**config.mk**
```make
export PLATFORM = sky130hd
export DESIGN_NAME = alu_issue_pipe
export DESIGN_NICKNAME = d
export VERILOG_FILES = /design/src/rtl/alu_issue_pipe.sv
export SDC_FILE = /design/constraint.sdc
export NUM_CORES = 1
export LEC_CHECK = 0
export ABC_AREA = 1
export CAP_MARGIN = 20
export CORE_UTILIZATION = 30
export DETAILED_ROUTE_END_ITERATION = 10
export MAX_ROUTING_LAYER = met4
export PLACE_DENSITY = 0.59
export SLEW_MARGIN = 25
export SYNTH_ARGS = -nofsm -noshare
export SYNTH_HDL_FRONTEND = slang
export SYNTH_SLANG_ARGS = --single-unit
```
**constraint.sdc**
```tcl
create_clock -name clk -period 4 [get_ports clk]
set_input_delay 0.8 -clock clk [delete_from_list [all_inputs] [get_ports clk]]
set_output_delay 0.8 -clock clk [all_outputs]
set_load 0.02 [all_outputs]
```
**src/rtl/alu_issue_pipe.sv**
```systemverilog
// alu_issue_pipe: issue register -> 32-bit ALU -> output FIFO, plus a sticky
// signed-overflow flag and a wrapping count of retired operations.
//
// Handshakes (both sides): a transfer happens on a rising clk edge where
// valid & ready are both 1. A producer holds its payload stable while valid=1
// and ready=0; ready may depend combinationally on the other side's ready but
// never on the same side's valid.

// 32-bit ALU: add/sub/xor/slt/and/nand/or/nor with carry, zero and signed overflow.
module alu_issue_pipe_alu (
    output logic [31:0] result,
    output logic        carryout,
    output logic        zero,
    output logic        overflow,
    input  logic [31:0] a,
    input  logic [31:0] b,
    input  logic [2:0]  control
);

    logic        is_sub;
    logic [31:0] b_eff;
    logic [32:0] sum;

    // The adder runs for every op; sub and slt use a + ~b + 1, everything else a + b.
    // carryout/overflow always come from the adder, so logic ops report raw adder flags.
    always_comb begin
        is_sub   = (control == 3'b001) || (control == 3'b011);
        b_eff    = is_sub ? ~b : b;
        sum      = {1'b0, a} + {1'b0, b_eff} + {32'd0, is_sub};
        carryout = sum[32];
        overflow = (a[31] == b_eff[31]) && (sum[31] != a[31]);
        result   = '0;
        case (control)
            3'b000:  result = sum[31:0];
            3'b001:  result = sum[31:0];
            3'b010:  result = a ^ b;
            3'b011:  result = {31'd0, sum[31] ^ overflow};
            3'b100:  result = a & b;
            3'b101:  result = ~(a & b);
            3'b110:  result = a | b;
            default: result = ~(a | b);
        endcase
        zero = (result == 32'd0);
    end

endmodule

module alu_issue_pipe #(
    parameter int WIDTH      = 32,
    parameter int FIFO_DEPTH = 2,
    parameter int CNT_W      = 16
) (
    input  logic             clk,
    input  logic             rst_n,
    input  logic             in_valid,
    output logic             in_ready,
    input  logic [WIDTH-1:0] in_a,
    input  logic [WIDTH-1:0] in_b,
    input  logic [2:0]       in_ctrl,
    output logic             out_valid,
    input  logic             out_ready,
    output logic [WIDTH-1:0] out_result,
    output logic [2:0]       out_flags,
    output logic [2:0]       out_ctrl,
    input  logic             clr_sticky,
    output logic             ovf_sticky,
    output logic [CNT_W-1:0] op_count
);

    localparam int PTR_W   = (FIFO_DEPTH > 1) ? $clog2(FIFO_DEPTH) : 1;
    localparam int FCNT_W  = $clog2(FIFO_DEPTH + 1);
    localparam int ENTRY_W = WIDTH + 6;
    localparam logic [PTR_W-1:0]  LAST_PTR  = PTR_W'(FIFO_DEPTH - 1);
    localparam logic [FCNT_W-1:0] DEPTH_CNT = FCNT_W'(FIFO_DEPTH);

    // Stage-1 issue register
    logic [WIDTH-1:0] s1_a;
    logic [WIDTH-1:0] s1_b;
    logic [2:0]       s1_ctrl;
    logic             s1_valid;

    // ALU outputs
    logic [WIDTH-1:0] alu_result;
    logic             alu_carry;
    logic             alu_zero;
    logic             alu_ovf;

    // Output FIFO
    logic [ENTRY_W-1:0] mem [FIFO_DEPTH];
    logic [PTR_W-1:0]   wr_ptr;
    logic [PTR_W-1:0]   rd_ptr;
    logic [FCNT_W-1:0]  fifo_cnt;

    logic accept;
    logic push;
    logic pop;
    logic s1_adv;

    // ALU sees only the registered stage-1 operands, never the raw inputs.
    alu_issue_pipe_alu u_alu (
        .result   (alu_result),
        .carryout (alu_carry),
        .zero     (alu_zero),
        .overflow (alu_ovf),
        .a        (s1_a),
        .b        (s1_b),
        .control  (s1_ctrl)
    );

    // Handshake glue: s1 retires when the FIFO has room now or frees a slot this cycle.
    always_comb begin
        out_valid = (fifo_cnt != '0);
        pop       = out_valid & out_ready;
        s1_adv    = s1_valid & ((fifo_cnt < DEPTH_CNT) | pop);
        push      = s1_adv;
        in_ready  = ~s1_valid | s1_adv;
        accept    = in_valid & in_ready;
        {out_result, out_flags, out_ctrl} = mem[rd_ptr];
    end

    // Stage-1 register: load on accept, otherwise empty out when its op retires.
    always_ff @(posedge clk or negedge rst_n) begin
        if (!rst_n) begin
            s1_valid <= 1'b0;
            s1_a     <= '0;
            s1_b     <= '0;
            s1_ctrl  <= '0;
        end else if (accept) begin
            s1_valid <= 1'b1;
            s1_a     <= in_a;
            s1_b     <= in_b;
            s1_ctrl  <= in_ctrl;
        end else if (s1_adv) begin
            s1_valid <= 1'b0;
        end
    end

    // FIFO storage and circular pointers; push+pop when full leaves the count unchanged.
    always_ff @(posedge clk or negedge rst_n) begin
        if (!rst_n) begin
            for (int i = 0; i < FIFO_DEPTH; i++) begin
                mem[i] <= '0;
            end
            wr_ptr   <= '0;
            rd_ptr   <= '0;
            fifo_cnt <= '0;
        end else begin
            if (push) begin
                mem[wr_ptr] <= {alu_result, alu_carry, alu_zero, alu_ovf, s1_ctrl};
                wr_ptr      <= (wr_ptr == LAST_PTR) ? '0 : wr_ptr + PTR_W'(1);
            end
            if (pop) begin
                rd_ptr <= (rd_ptr == LAST_PTR) ? '0 : rd_ptr + PTR_W'(1);
            end
            case ({push, pop})
                2'b10:   fifo_cnt <= fifo_cnt + FCNT_W'(1);
                2'b01:   fifo_cnt <= fifo_cnt - FCNT_W'(1);
                default: fifo_cnt <= fifo_cnt;
            endcase
        end
    end

    // Sticky overflow: only add/sub overflows count, and a set beats a same-cycle clear.
    always_ff @(posedge clk or negedge rst_n) begin
        if (!rst_n) begin
            ovf_sticky <= 1'b0;
        end else if (push && alu_ovf && (s1_ctrl[2:1] == 2'b00)) begin
            ovf_sticky <= 1'b1;
        end else if (clr_sticky) begin
            ovf_sticky <= 1'b0;
        end
    end

    // Retired-op counter, wraps modulo 2^CNT_W.
    always_ff @(posedge clk or negedge rst_n) begin
        if (!rst_n) begin
            op_count <= '0;
        end else if (push) begin
            op_count <= op_count + CNT_W'(1);
        end
    end

endmodule
```
After elaboration in Yosys (flattened, before gate mapping)

Index checks and enable logic that the tools add are counted.

Output and inout bits: 57
Word-level logic and storage cells: 75
Input bits: 72
Flip-flop bits (word level): 165

Reductions and logical operators: 13
Bitwise logic cells: 15
Add/subtract/negate cells: 7
Muxes and demuxes: 15
Order comparisons: 4
Equal/unequal tests: 10

Operators by type and width:

| kind                                                 | count |
|---|---|
| case mux 32 bit (6 select lines)                     | 1 |
| two-way mux 38 bit                                   | 4 |
| NOT 32 bit                                           | 3 |
| bitwise mux 76 bit                                   | 1 |
| demux 38 bit (select 1 bit)                          | 1 |
| adder 32 x 32 -> 33 bit                              | 1 |
| adder 33 x 1 -> 33 bit                               | 1 |
| AND 32 bit                                           | 1 |
| zero test 32 bit                                     | 1 |
| two-way mux 32 bit                                   | 1 |
| OR 32 bit                                            | 1 |
| bitwise XOR 32 bit                                   | 1 |
| adder 16 x 1 -> 16 bit (second input constant)       | 1 |
| equality test 3 bit (second input constant)          | 3 |
| nonzero test 2 bit                                   | 4 |
| equality test 3 x 2 -> 1 bit (second input constant) | 2 |
| two-way mux 1 bit                                    | 6 |
| >= comparator 2 bit (second input constant)          | 2 |
| logical AND 1 bit                                    | 4 |
| NOT 1 -> 2 bit                                       | 2 |
| case mux 2 bit (2 select lines)                      | 1 |
| AND 1 bit                                            | 3 |
| equality test 3 x 1 -> 1 bit (second input constant) | 1 |
| zero test 3 bit                                      | 1 |
| 15 further kinds                                     | 17 |

Depth between registers and ports, before layout

Gate-level depths: netlist of the first run.

Word-level depth: 11
Mapped depth: 25
Gate-level depth less buffers: 24

Modules after synthesis

A second synthesis of the first run with hierarchy kept.

Cells, all modules: 1797
Area total of the unflattened synthesis: 12200.5 um2

Modules (own cells, without submodules):

| module             | seq. area each (um2) | times used | area an instance (um2) | cells each |
|---|---|---|---|---|
| alu_issue_pipe     | 4129.0               | 1          | 7004.2                 | 828 |
| alu_issue_pipe_alu | 0.0                  | 1          | 5196.2                 | 969 |

Worst setup path before layout of the first run

OpenSTA, ideal clock, no wires.

Path type: reg2reg
Start point: register s1_ctrl[2]
End point: register mem[42] in the netlist's numbering
Buffers on the path: 1
Path slack: 856 ps
Data required time: 3934 ps
Clock period less this slack: 3144 ps
Library setup time: 66 ps
Cell stages (with the launch flop): 20
Data arrival time: 3079 ps
Cell sequence: dfrtp_1 inv_2 nand2_2 buf_1 xor2_1 ha_1 or2_2 and2_1 nand2_1 nand2_1 or2_2 nand3_1 nand2_1 nand2_1 nand2_1 nor2_1 nand4_1 nor2_1 nand4_1 nand2_1

Cells in the longest elaborated chain, start to end: 11
Elaborated cells on any way between the ends: 19
Those cells by class: add/sub: 2; eq/ne: 8; mux: 3; bitwise: 1; reduce/logical: 5

RTL lines:

| what                                                                                | RTL line | RTL |
|---|---|---|
| from (decl)                                                                         | 79       | `logic [2:0] s1_ctrl;` |
| from (signal assigned)                                                              | 132      | `s1_ctrl <= in_ctrl;` |
| equality test 3 x 1 -> 1 bit / equality test 3 x 2 -> 1 bit (equally long branches) | 27, 33   |  |
| logical OR 1 bit                                                                    | 27       | `is_sub = (control == 3'b001) \|\| (control == 3'b011);` |
| two-way mux 32 bit                                                                  | 28       | `b_eff = is_sub ? ~b : b;` |
| adder 32 x 32 -> 33 bit                                                             | 29       | `sum = {1'b0, a} + {1'b0, b_eff} + {32'd0, is_sub};` |
| adder 33 x 1 -> 33 bit                                                              | 29       |  |
| inequality test 1 bit                                                               | 31       | `overflow = (a[31] == b_eff[31]) && (sum[31] != a[31]);` |
| logical AND 1 bit                                                                   | 31       |  |
| bitwise XOR 1 bit                                                                   | 37       | `3'b011: result = {31'd0, sum[31] ^ overflow};` |
| case mux 32 bit (6 select lines) (*)                                                | 33       | `case (control)` |
| zero test 32 bit (*)                                                                | 43       | `zero = (result == 32'd0);` |
| bitwise mux 76 bit (*)                                                              | 149      | `mem[wr_ptr] <= {alu_result, alu_carry, alu_zero, alu_ovf, s1_ctrl};` |
| to (signal, indexed assignment)                                                     | 149      |  |
| to (decl)                                                                           | 89       | `logic [ENTRY_W-1:0] mem [FIFO_DEPTH];` |

Mark *: on every way between the ends. The rest lies on a longest branch, timed or not.
A chain may end at the register's enable or synchronous reset.

Worst setup path in the final report of the first run

Start point: register s1_ctrl[2]
End point: register mem[4] in the netlist's numbering

The elaborated chain is that of the path after synthesis.

==> results of run 1 <==
## sequential cells by signal, indices dropped and copies added, names as in the netlist
signal and count:
s1_b 32, fifo_cnt 2, mem 76, wr_ptr 1
rd_ptr 1, s1_valid 1, ovf_sticky 1, op_count 16
s1_ctrl 3, s1_a 32
## stage by stage
| step | std cells | utilization | setup WS (ps) | hold slack, ps | cell area [sq um] |
|---|---|---|---|---|---|
| floorplan | 1627 | - | 856 | 449 | 11500 |
| global placement | 2236 | 0.358 | 501 | 459 | 13500 |
| finish | 2269 | 0.373 | 488 | 423 | 14100 |
| global route | 2268 | 0.373 | 131 | 468 | 14100 |
| CTS | 2268 | 0.373 | 516 | 434 | 14100 |
| detailed placement | 2236 | 0.358 | 557 | 466 | 13500 |
## area by class of cell
type / instances / area share
flip-flops and latches: 165 / 0.293
repair buffers: 159 / 0.111
inverters: 183 / 0.0489
clock inverters: 12 / 0.00782
well taps: 511 / 0.0454
clock buffers: 20 / 0.0324
diodes: 1 / 0.000178
multi-input cells: 1218 / 0.461
## power by group
group	internal [W]	switching, W
clock	0.000852	0.000774
sequential	0.00228	0.000410
combinational	0.00284	0.00516
total	0.00597	0.00635
## critical path, cell delays in order (launching register included)
cell     delay (ps)
dfrtp_1         520
inv_2           140
nand2_2         110
buf_12          250
xor2_1          110
ha_1            410
nand2_1         100
nor2_1          170
inv_1            90
nor3_1          290
nand2_1         130
nand2_1         110
nand2_1          60
nand3_1         120
nand2_1          60
nand2_1         210
nand2_1          80
inv_1            60
nand4_1          80
nor2_1          160
nand4_1         110
nand2_1          70
## cells in the mapped netlist, types with 14 or more instances
library cell,n
nand3_1,66
nand2_1,494
inv_1,177
nand4_1,15
or2_2,15
a21oi_1,107
nor2_1,159
o21ai_0,114
dfrtp_1,165
xor2_1,43
ha_1,98
nand3b_1,15
nor3_1,14
clkbuf_1,42
## per-layer routing
layer	GRT usage	part of all wire
met3	0.0276	0.040
met1	0.264	0.49
met5	-	0
met2	0.310	0.46
met4	0.0554	0.019
## worst max path at each step
stage	from	to	slack, ps
floorplan	s1_ctrl[2]	mem[42]	860
global placement	s1_ctrl[2]	mem[4]	500
detailed placement	s1_ctrl[2]	mem[4]	560
CTS	s1_ctrl[2]	mem[4]	520
global route	s1_ctrl[2]	mem[42]	130
finish	s1_ctrl[2]	mem[4]	490
## kinds of logic (layout without fill, tap and decap cells)
kind of cell / Yosys count / count (layout)
other: 0 / 1
xor gates and xnor gates: 49 / 49
AOI/OAI and AO/OA: 260 / 260
DFF: 165 / 165
buffers and inverters: 244 / 374
and+or+nand+nor: 810 / 810
adders and majority gates: 99 / 99
==> flow_metrics.tcl, run 1 <==
set metrics [dict create \
    crit_path_end_kind "flip-flop" \
    critPathMaxFanout 33 \
    wirelength_um 36300 \
    drt_iter0_drc 663 \
    seq_area_sq_mm 0.00413 \
    root_buffer "clkbuf_16" \
    drive_gt1_frac 0.0518 \
    finalCritPeriodShare 0.878 \
    start_util 0.305 \
    clk_pin_slew_worst_paths_ps 70 \
    grt_antenna_before_repair 0 \
    status "finished, final reports clean" \
    synth-compound-area-share 0.123 \
    mostFrequentLayoutCell "nand2_1" \
    boundaryPins 129 \
    synth-seq-area-share 0.358 \
    vias 10793 \
    reg2reg_slack_ps 490 \
    tritoncts "built" \
    synthSimpleGateAreaFrac 0.292 \
    synthCells 1627 \
    max-cap-violations 0 \
    rsz0062_at_grt "no" \
    clk_latency_ps 450 \
    synth_xor_area_frac 0.0372 \
    setup_viol 0 \
    num_rows 71 \
    fill_cells 4075 \
    hpwl_um 28100 \
    cp.arrival_ps 3900 \
    multiInputGateArea_sq_mm 0.00649 \
    drv_slew 0 \
    gp_congestion 0.918 \
    final_cell_mix "nand2_1 (492), inv_1 (177), dfrtp_1 (165), nor2_1 (157), clkdlybuf4s50_1 (127)" \
    clock_skew_ps 11.9 \
    clock.fmax_mhz 285 \
    die_h_um 198 \
    r2r_end "mem[4]" \
    synthArstFlopShare 1.00 \
    vias_per_cell 4.76 \
    coreArea_sq_mm 0.0378 \
    grtUsageTotal 0.197 \
    synth-seq-cells 165 \
    finalHoldViolCount 0 \
    die_area_sq_mm 0.0392 \
    cts.sinks 165 \
    fin_crit_ps 3510 \
    ctsLongestPathBuffers 2 \
    drc 0 \
    maxSlewHeadroom 0.303 \
    synth.top_cell.area_share 0.358 \
    p_leak_nw 7.05 \
    synth_area_leaders "dfrtp_1 (36%), nand2_1 (16%), ha_1 (11%), inv_1 (5.8%), nor2_1 (5.2%)" \
    drt_pre_antenna_iters 5 \
    total_power_w 0.0123 \
    post_cts_buffers 0 \
    cp.required_ps 4390 \
    r2r_start "s1_ctrl[2]" \
    die_w_um 198 \
    synth-edff-count 0 \
    synthMuxAreaShare 0 \
    ctsResizeCount 0 \
    yosys.area_share.adder 0.108 \
    syn_to_final_growth_pct 22.1 \
    start_kind "flip-flop" \
    synth_area_sq_mm 0.0115 \
    final_nets 1915 \
    synth-main-ff-cell "dfrtp_1" \
    ys_warn_count 0 \
    synth_top_family_by_area "simple AND/OR/NAND/NOR gates" \
    numPortBuffers 128 \
    yosysTopAreaCell "dfrtp_1" \
    tightest_slew_ps 1040 \
    syn_nets 1798 \
    htree_levels 4 \
    yosys.cell_types.count 43 \
    synth.avg_cell_area_sq_um 7.09 \
    final.setup.tns_ps 0 \
    p_per_area_mw_per_mm2 875 \
    first_global_vias 10516 \
    grt_first_pass_wirelength_um 57700 \
    grt_start_max_net_pins 85 \
    worst_ir_drop_vdd_mv 0.255 \
    wl_per_cell_um 16.0 \
    rr_worst_depth 21 \
    numCtsBuffers 17 \
    ant_nets 0 \
    path_class "reg -> reg" \
    overflow 0 \
    hold_class "in -> async" \
    hold_buffers 0 \
]
Note: power is estimated with default switching activity, not from simulation.
==> inputs of run 2 (changes only) <==
--- a/config.mk
+++ b/config.mk
@@ -11,6 +11,7 @@
 export DETAILED_ROUTE_END_ITERATION = 10
 export MAX_ROUTING_LAYER = met4
 export PLACE_DENSITY = 0.59
+export RECOVER_POWER = 100
 export SLEW_MARGIN = 25
 export SYNTH_ARGS = -nofsm -noshare
 export SYNTH_HDL_FRONTEND = slang
==> run 2 against run 1 <==
The run now ends with max-capacitance violations, max-slew violations left. Via count about the same. Die area is the same. Power is 1.3% lower. Clock-buffer cell count unchanged. Global-route usage is the same. Critical path depth fell by 14. Routed wire length down 0.23%. Non-clock buffer count did not move. Flip-flop and latch count is the same. Hold slack improved by 47 ps. First-iteration DRC count rose by 5.7%.
==> flow_metrics.tcl, run 2 (synthesis results as in run 1) <==
set metrics [dict create \
    vias 10783 \
    max-cap-violations 1 \
    htree_levels 4 \
    max_flop_register "mem" \
    drv_slew 85 \
    clock_skew_ps 12.8 \
    start_kind "input pin" \
    setup_viol 0 \
    grt_start_max_net_pins 85 \
    drive_gt1_frac 0.0461 \
    cpMostUsedCell "nand2_1" \
    hold_buffers 0 \
    dp_cells 2236 \
    path_class "in -> reg" \
    tritoncts "built" \
    ctsLongestPathBuffers 2 \
    die_area_sq_mm 0.0392 \
    finalHoldViolCount 0 \
    num_rows 71 \
    start_util 0.305 \
    ctsResizeCount 0 \
    fin_crit_ps 3550 \
    ant_nets 0 \
    drt_pre_antenna_iters 5 \
    violations "max-capacitance violations, max-slew violations" \
    overflow 0 \
    maxSlewHeadroom -0.452 \
    hold_class "reg -> reg" \
    syn_to_final_growth_pct 21.5 \
    die_h_um 198 \
    clock.fmax_mhz 282 \
    hold_slack_ps 470 \
    post_cts_buffers 0 \
    fill_cells 4087 \
    numPortBuffers 128 \
    cp.required_ps 4360 \
    top_regs "mem (76), s1_a (32), s1_b (32)" \
    rsz0062_at_grt "no" \
    die_w_um 198 \
    slowest_stage "nand2_1" \
    cp.arrival_ps 3910 \
    grt_first_pass_wirelength_um 57700 \
    p_leak_nw 7.12 \
    drc 0 \
    coreArea_sq_mm 0.0378 \
    largest_reg_flops 76 \
    root_buffer "clkbuf_16" \
    final.setup.tns_ps 0 \
    mostFrequentLayoutCell "nand2_1" \
    vias_per_cell 4.75 \
    boundaryPins 129 \
    final_cell_mix "nand2_1 (494), inv_1 (177), dfrtp_1 (165), nor2_1 (157), o21ai_0 (115)" \
    multiInputGateArea_sq_mm 0.00647 \
    p_per_area_mw_per_mm2 868 \
    status "finished with violations" \
    tightest_slew_ps 2180 \
    gp_congestion 0.918 \
    cpPeakStageDelay_ps 930 \
    critPathMaxFanout 74 \
    cp_cell_sequence "dlygate4sd3_1 -> nand2_1 -> nand3_1 -> nand2_1 -> clkbuf_4 -> nor2_1 -> a21oi_1" \
    numCtsBuffers 17 \
    hpwl_um 28100 \
    grt_antenna_before_repair 0 \
    stdcell_count 2269 \
    finalCritPeriodShare 0.888 \
    wl_per_cell_um 16.0 \
    cts.sinks 165 \
    wirelength_um 36200 \
    worst_ir_drop_vdd_mv 0.257 \
    seq_area_sq_mm 0.00413 \
    first_global_vias 10516 \
    final_nets 1915 \
    crit_path_end_kind "flip-flop" \
    clk_latency_ps 450 \
    clk_pin_slew_worst_paths_ps 70 \
    drt_iter0_drc 701 \
    grtUsageTotal 0.197 \
]
run 2: cell count changes in the layout (fill, tap and decap cells not counted), moves of 2 or more:
cell,delta
clkbuf_1,+7
buf_4,-8
clkdlybuf4s50_1,-57
nand2_1,+2
dlygate4sd3_1,+57
clkbuf_2,+2
run 2: cell type report:
type                    instances  share of cell area
diodes                          1            0.000179
clock buffers                  20              0.0326
clock inverters                12             0.00786
inverters                     183              0.0491
multi-input cells            1218               0.462
flip-flops and latches        165               0.295
well taps                     511              0.0456
repair buffers                159               0.108
run 2: worst paths after layout:
| check | start | endpoint | slack [ps] | depth (start not counted) |
|---|---|---|---|---|
| max in group asynchronous | rst_n | s1_b[30] | 830 | 2 |
| min reg2reg | op_count[15] | op_count[15] | 470 | 1 |
| max | out_ready | s1_a[30] | 450 | 7 |
| min | op_count[15] | op_count[15] | 470 | 1 |
| min in group asynchronous | rst_n | mem[11] | 990 | 1 |
| max reg2reg | s1_ctrl[2] | mem[42] | 450 | 21 |
run 2: routing by layer:
layer | vias up | GRT usage | routed length [um] | share of wire
met1 | 5062 | 0.264 | 17400 | 0.48
li1 | 5442 | - | - | -
met2 | 241 | 0.310 | 16500 | 0.46
met5 | - | - | 0 | 0
met3 | 38 | 0.0276 | 1600 | 0.044
met4 | 0 | 0.0554 | 654 | 0.018
run 2: critical path, delay by kind of cell:
family | cells | cell delay [ps]
AND/OR/NAND/NOR | 4 | 1480
AO/OA/AOI/OAI | 1 | 170
buffers and inverters | 2 | 1380
run 2: report_power, final:
group / total, W / internal (W) / switching [W]
Clock: 0.00162 / 0.000852 / 0.000771
Combinational: 0.00785 / 0.00271 / 0.00513
Sequential: 0.00269 / 0.00228 / 0.000408
Total: 0.0122 / 0.00584 / 0.00631
run 2: metrics by stage:
stage	area, sq um	power (W)	utilization	worst slack (ps)
after floorplan	11500	0.00793	-	856
after global placement	13500	0.0106	0.358	501
after detailed placement	13500	0.0107	0.358	557
after CTS	14100	0.0124	0.373	516
after global routing	14000	0.0134	0.371	75.3
final	14000	0.0122	0.371	448
==> inputs of run 3 (changes only) <==
--- a/config.mk
+++ b/config.mk
@@ -5,12 +5,11 @@
 export SDC_FILE = /design/constraint.sdc
 export NUM_CORES = 1
 export LEC_CHECK = 0
-export ABC_AREA = 1
 export CAP_MARGIN = 20
 export CORE_UTILIZATION = 30
 export DETAILED_ROUTE_END_ITERATION = 10
 export MAX_ROUTING_LAYER = met4
-export PLACE_DENSITY = 0.59
+export PLACE_DENSITY = 0.61
 export RECOVER_POWER = 100
 export SLEW_MARGIN = 25
 export SYNTH_ARGS = -nofsm -noshare
==> constraint.sdc (replaced) <==
create_clock -name clk -period 3.1 [get_ports clk]
set_input_delay 0.62 -clock clk [delete_from_list [all_inputs] [get_ports clk]]
set_output_delay 0.62 -clock clk [all_outputs]
set_load 0.02 [all_outputs]
==> run 3 against run 2 <==
The flow finishes with violations (max-capacitance violations, max-slew violations, negative setup slack). Setup slack got worse by 1000 ps. Global-route usage fell by 1.2 points. Flip-flop and latch count did not move. Synthesized area fell by 2.2%. Hold slack got worse by 1.6 ps. Synthesized cell count fell by 27%. Critical path depth rose by 8. Clock-buffer cell count fell by 2. Critical path type is now reg -> reg.
==> flow_metrics.tcl, run 3 <==
set metrics [dict create \
    max-cap-violations 1 \
    yosys.cell_count.top_type "dfrtp_1" \
    vias_per_cell 4.90 \
    rr_worst_depth 15 \
    setup_viol 26 \
    final_nets 1678 \
    grt_start_max_net_pins 71 \
    grt_first_pass_wirelength_um 53500 \
    synth-seq-area-share 0.366 \
    hold_class "reg -> reg" \
    synthArstFlopShare 1.00 \
    drc 0 \
    vias 9740 \
    p_leak_nw 7.37 \
    synth.top_cell.area_share 0.366 \
    clock.fmax_mhz 274 \
    start_kind "flip-flop" \
    clock_skew_ps 12.9 \
    mostFrequentLayoutCell "buf_4" \
    hold_slack_ps 469 \
    holdCritStartpoint "mem[38]" \
    fin_ws_ps -554 \
    total_power_w 0.0163 \
    root_buffer "clkbuf_16" \
    htree_levels 4 \
    drt_iter0_drc 580 \
    path_class "reg -> reg" \
    r2r_start "s1_ctrl[0]" \
    ys_warn_count 0 \
    dpl_worst_slack_ps -766 \
    clk_pin_slew_worst_paths_ps 80 \
    wirelength_um 33900 \
    synthMuxAreaShare 0.127 \
    overflow 0 \
    finalHoldViolCount 0 \
    hold_depth 2 \
    drt_pre_antenna_iters 5 \
    top_regs "mem (76), s1_a (32), s1_b (32)" \
    synth.avg_cell_area_sq_um 9.53 \
    coreArea_sq_mm 0.0368 \
    first_global_vias 9872 \
    fin_crit_ps 3650 \
    tritoncts "built" \
    grtUsageTotal 0.185 \
    cp.required_ps 3480 \
    numCtsBuffers 17 \
    cp.arrival_ps 4030 \
    gp_congestion 0.948 \
    reg2reg_slack_ps -550 \
    synth_area_leaders "dfrtp_1 (37%), mux2_2 (12%), ha_1 (11%), xnor2_1 (6.8%), nand2_1 (5.0%)" \
    start_util 0.306 \
    tightest_slew_ps 1760 \
    violations "max-capacitance violations, max-slew violations, negative setup slack" \
    hpwl_um 25700 \
    cts.sinks 165 \
    largest_reg_flops 76 \
    synth_xor_area_frac 0.0839 \
    numPortBuffers 128 \
    boundaryPins 129 \
    max_flop_register "mem" \
    whs_endpoint "mem[38]" \
    synthSimpleGateAreaFrac 0.124 \
    wl_per_cell_um 17.1 \
    die_w_um 196 \
    synth_area_sq_mm 0.0113 \
    die_h_um 196 \
    crit_path_end_kind "flip-flop" \
    design_area_sq_mm 0.0161 \
    finalCritPeriodShare 1.18 \
    die_area_sq_mm 0.0383 \
    rsz0062_at_grt "yes" \
    syn_to_final_growth_pct 42.4 \
    yosys.area_share.adder 0.111 \
    p_per_area_mw_per_mm2 1020 \
    maxSlewHeadroom -0.173 \
    syn_nets 1354 \
    synthCells 1183 \
    ant_nets 0 \
    critPathMaxFanout 3 \
    worst_ir_drop_vdd_mv 0.364 \
    synth_top_family_by_area "compound AO/OA/AOI/OAI gates" \
    yosys.cell_types.count 70 \
    grt_antenna_before_repair 0 \
    final_cell_mix "buf_4 (216), dfrtp_1 (164), nand2_1 (144), mux2_2 (112), ha_1 (90)" \
    r2r_end "mem[42]" \
    post-route-util 0.436 \
    synth-seq-cells 165 \
    clk_latency_ps 460 \
    num_rows 70 \
    drive_gt1_frac 0.330 \
    synth-compound-area-share 0.140 \
    drv_slew 71 \
    status "finished with violations" \
    diodes 0 \
    synth-edff-count 0 \
    synth-main-ff-cell "dfrtp_1" \
    placed_area_sq_mm 0.0147 \
    yosysTopAreaCell "dfrtp_1" \
    ys_top_cells_by_count "dfrtp_1 (165), nand2_1 (151), mux2_2 (124)" \
    ctsLongestPathBuffers 2 \
    hold_buffers 0 \
]
## run 3: cell count changes after synthesis, moves of 15 or more
cell,before,now
nand2_1,494,151
mux2_2,0,124
nor2_1,159,52
inv_1,177,76
xnor2_1,6,87
o21ai_0,114,53
nand3_1,66,10
a21oi_1,107,74
xor2_1,43,21
a22oi_1,0,15
## run 3: area by class of cell
| cell class | count | area (sq um) |
|---|---|---|
| timing repair buffer | 366 | 3130 |
| sequential | 165 | 4130 |
| multi-input combinational | 880 | 7350 |
| clock buffer | 18 | 439 |
| inverter | 77 | 292 |
| fill | 3549 | 20700 |
| clock inverter | 14 | 119 |
| tap | 468 | 586 |
## run 3: worst max path at each step
| stage | slack (ps) | endpoint | startpoint |
|---|---|---|---|
| after global placement | -730 | mem[4] | s1_ctrl[2] |
| after detailed placement | -770 | mem[42] | s1_ctrl[2] |
| after global routing | -680 | mem[42] | s1_ctrl[0] |
| after CTS | -520 | mem[42] | s1_ctrl[2] |
| final | -550 | mem[42] | s1_ctrl[0] |
| after floorplan | -570 | mem[42] | s1_ctrl[0] |
## run 3: power breakdown
group          switching, W  total, W  internal (W)
Sequential         0.000488   0.00334       0.00286
Combinational       0.00560    0.0110       0.00537
Clock              0.000977   0.00204       0.00106
Total               0.00706    0.0163       0.00929
## run 3: critical path, stage by stage (launching register included)
cell and delay (ps):
dfrtp_2 440, buf_4 140, or3b_1 190, o21ai_2 80, fa_2 420, a211oi_4 350, nor2_1 100, xor2_1 150
a222oi_1 270, buf_4 180, o211ai_1 100, nor4_2 340, nand4_1 210, nor4b_2 310, nand4_1 140, o21ai_1 160
## run 3: through the flow
step | TNS, ps | instances
after floorplan | -3590 | 1183
after detailed placement | -7290 | 1929
after global routing | -10630 | 1988
after CTS | -3430 | 1973
final | -4890 | 1988
after global placement | -5500 | 1929
## run 3: what timing repair did
item	in CTS	in global routing
pin swaps	14	39
setup buffers	11	17
endpoints found under the setup margin	39	48
resized for setup	33	95
cloned	1	0
## run 3: metal layers
layer	GRT usage	wire (um)	up-vias	share of wire
met2	0.296	16300	161	0.48
met3	0.0263	1010	36	0.030
li1	-	-	4764	-
met1	0.243	16100	4779	0.47
met5	-	0	-	0
met4	0.0530	541	0	0.016
## run 3: kinds of logic (layout without fill, tap and decap cells)
| group | Yosys count | in the layout |
|---|---|---|
| adder cells (fa/ha/maj) | 99 | 99 |
| flip-flops | 165 | 165 |
| XOR/XNOR | 108 | 108 |
| multiplexers | 128 | 128 |
| AO/OA/AOI/OAI | 247 | 247 |
| AND/OR/NAND/NOR | 297 | 298 |
| buffers and inverters | 139 | 475 |
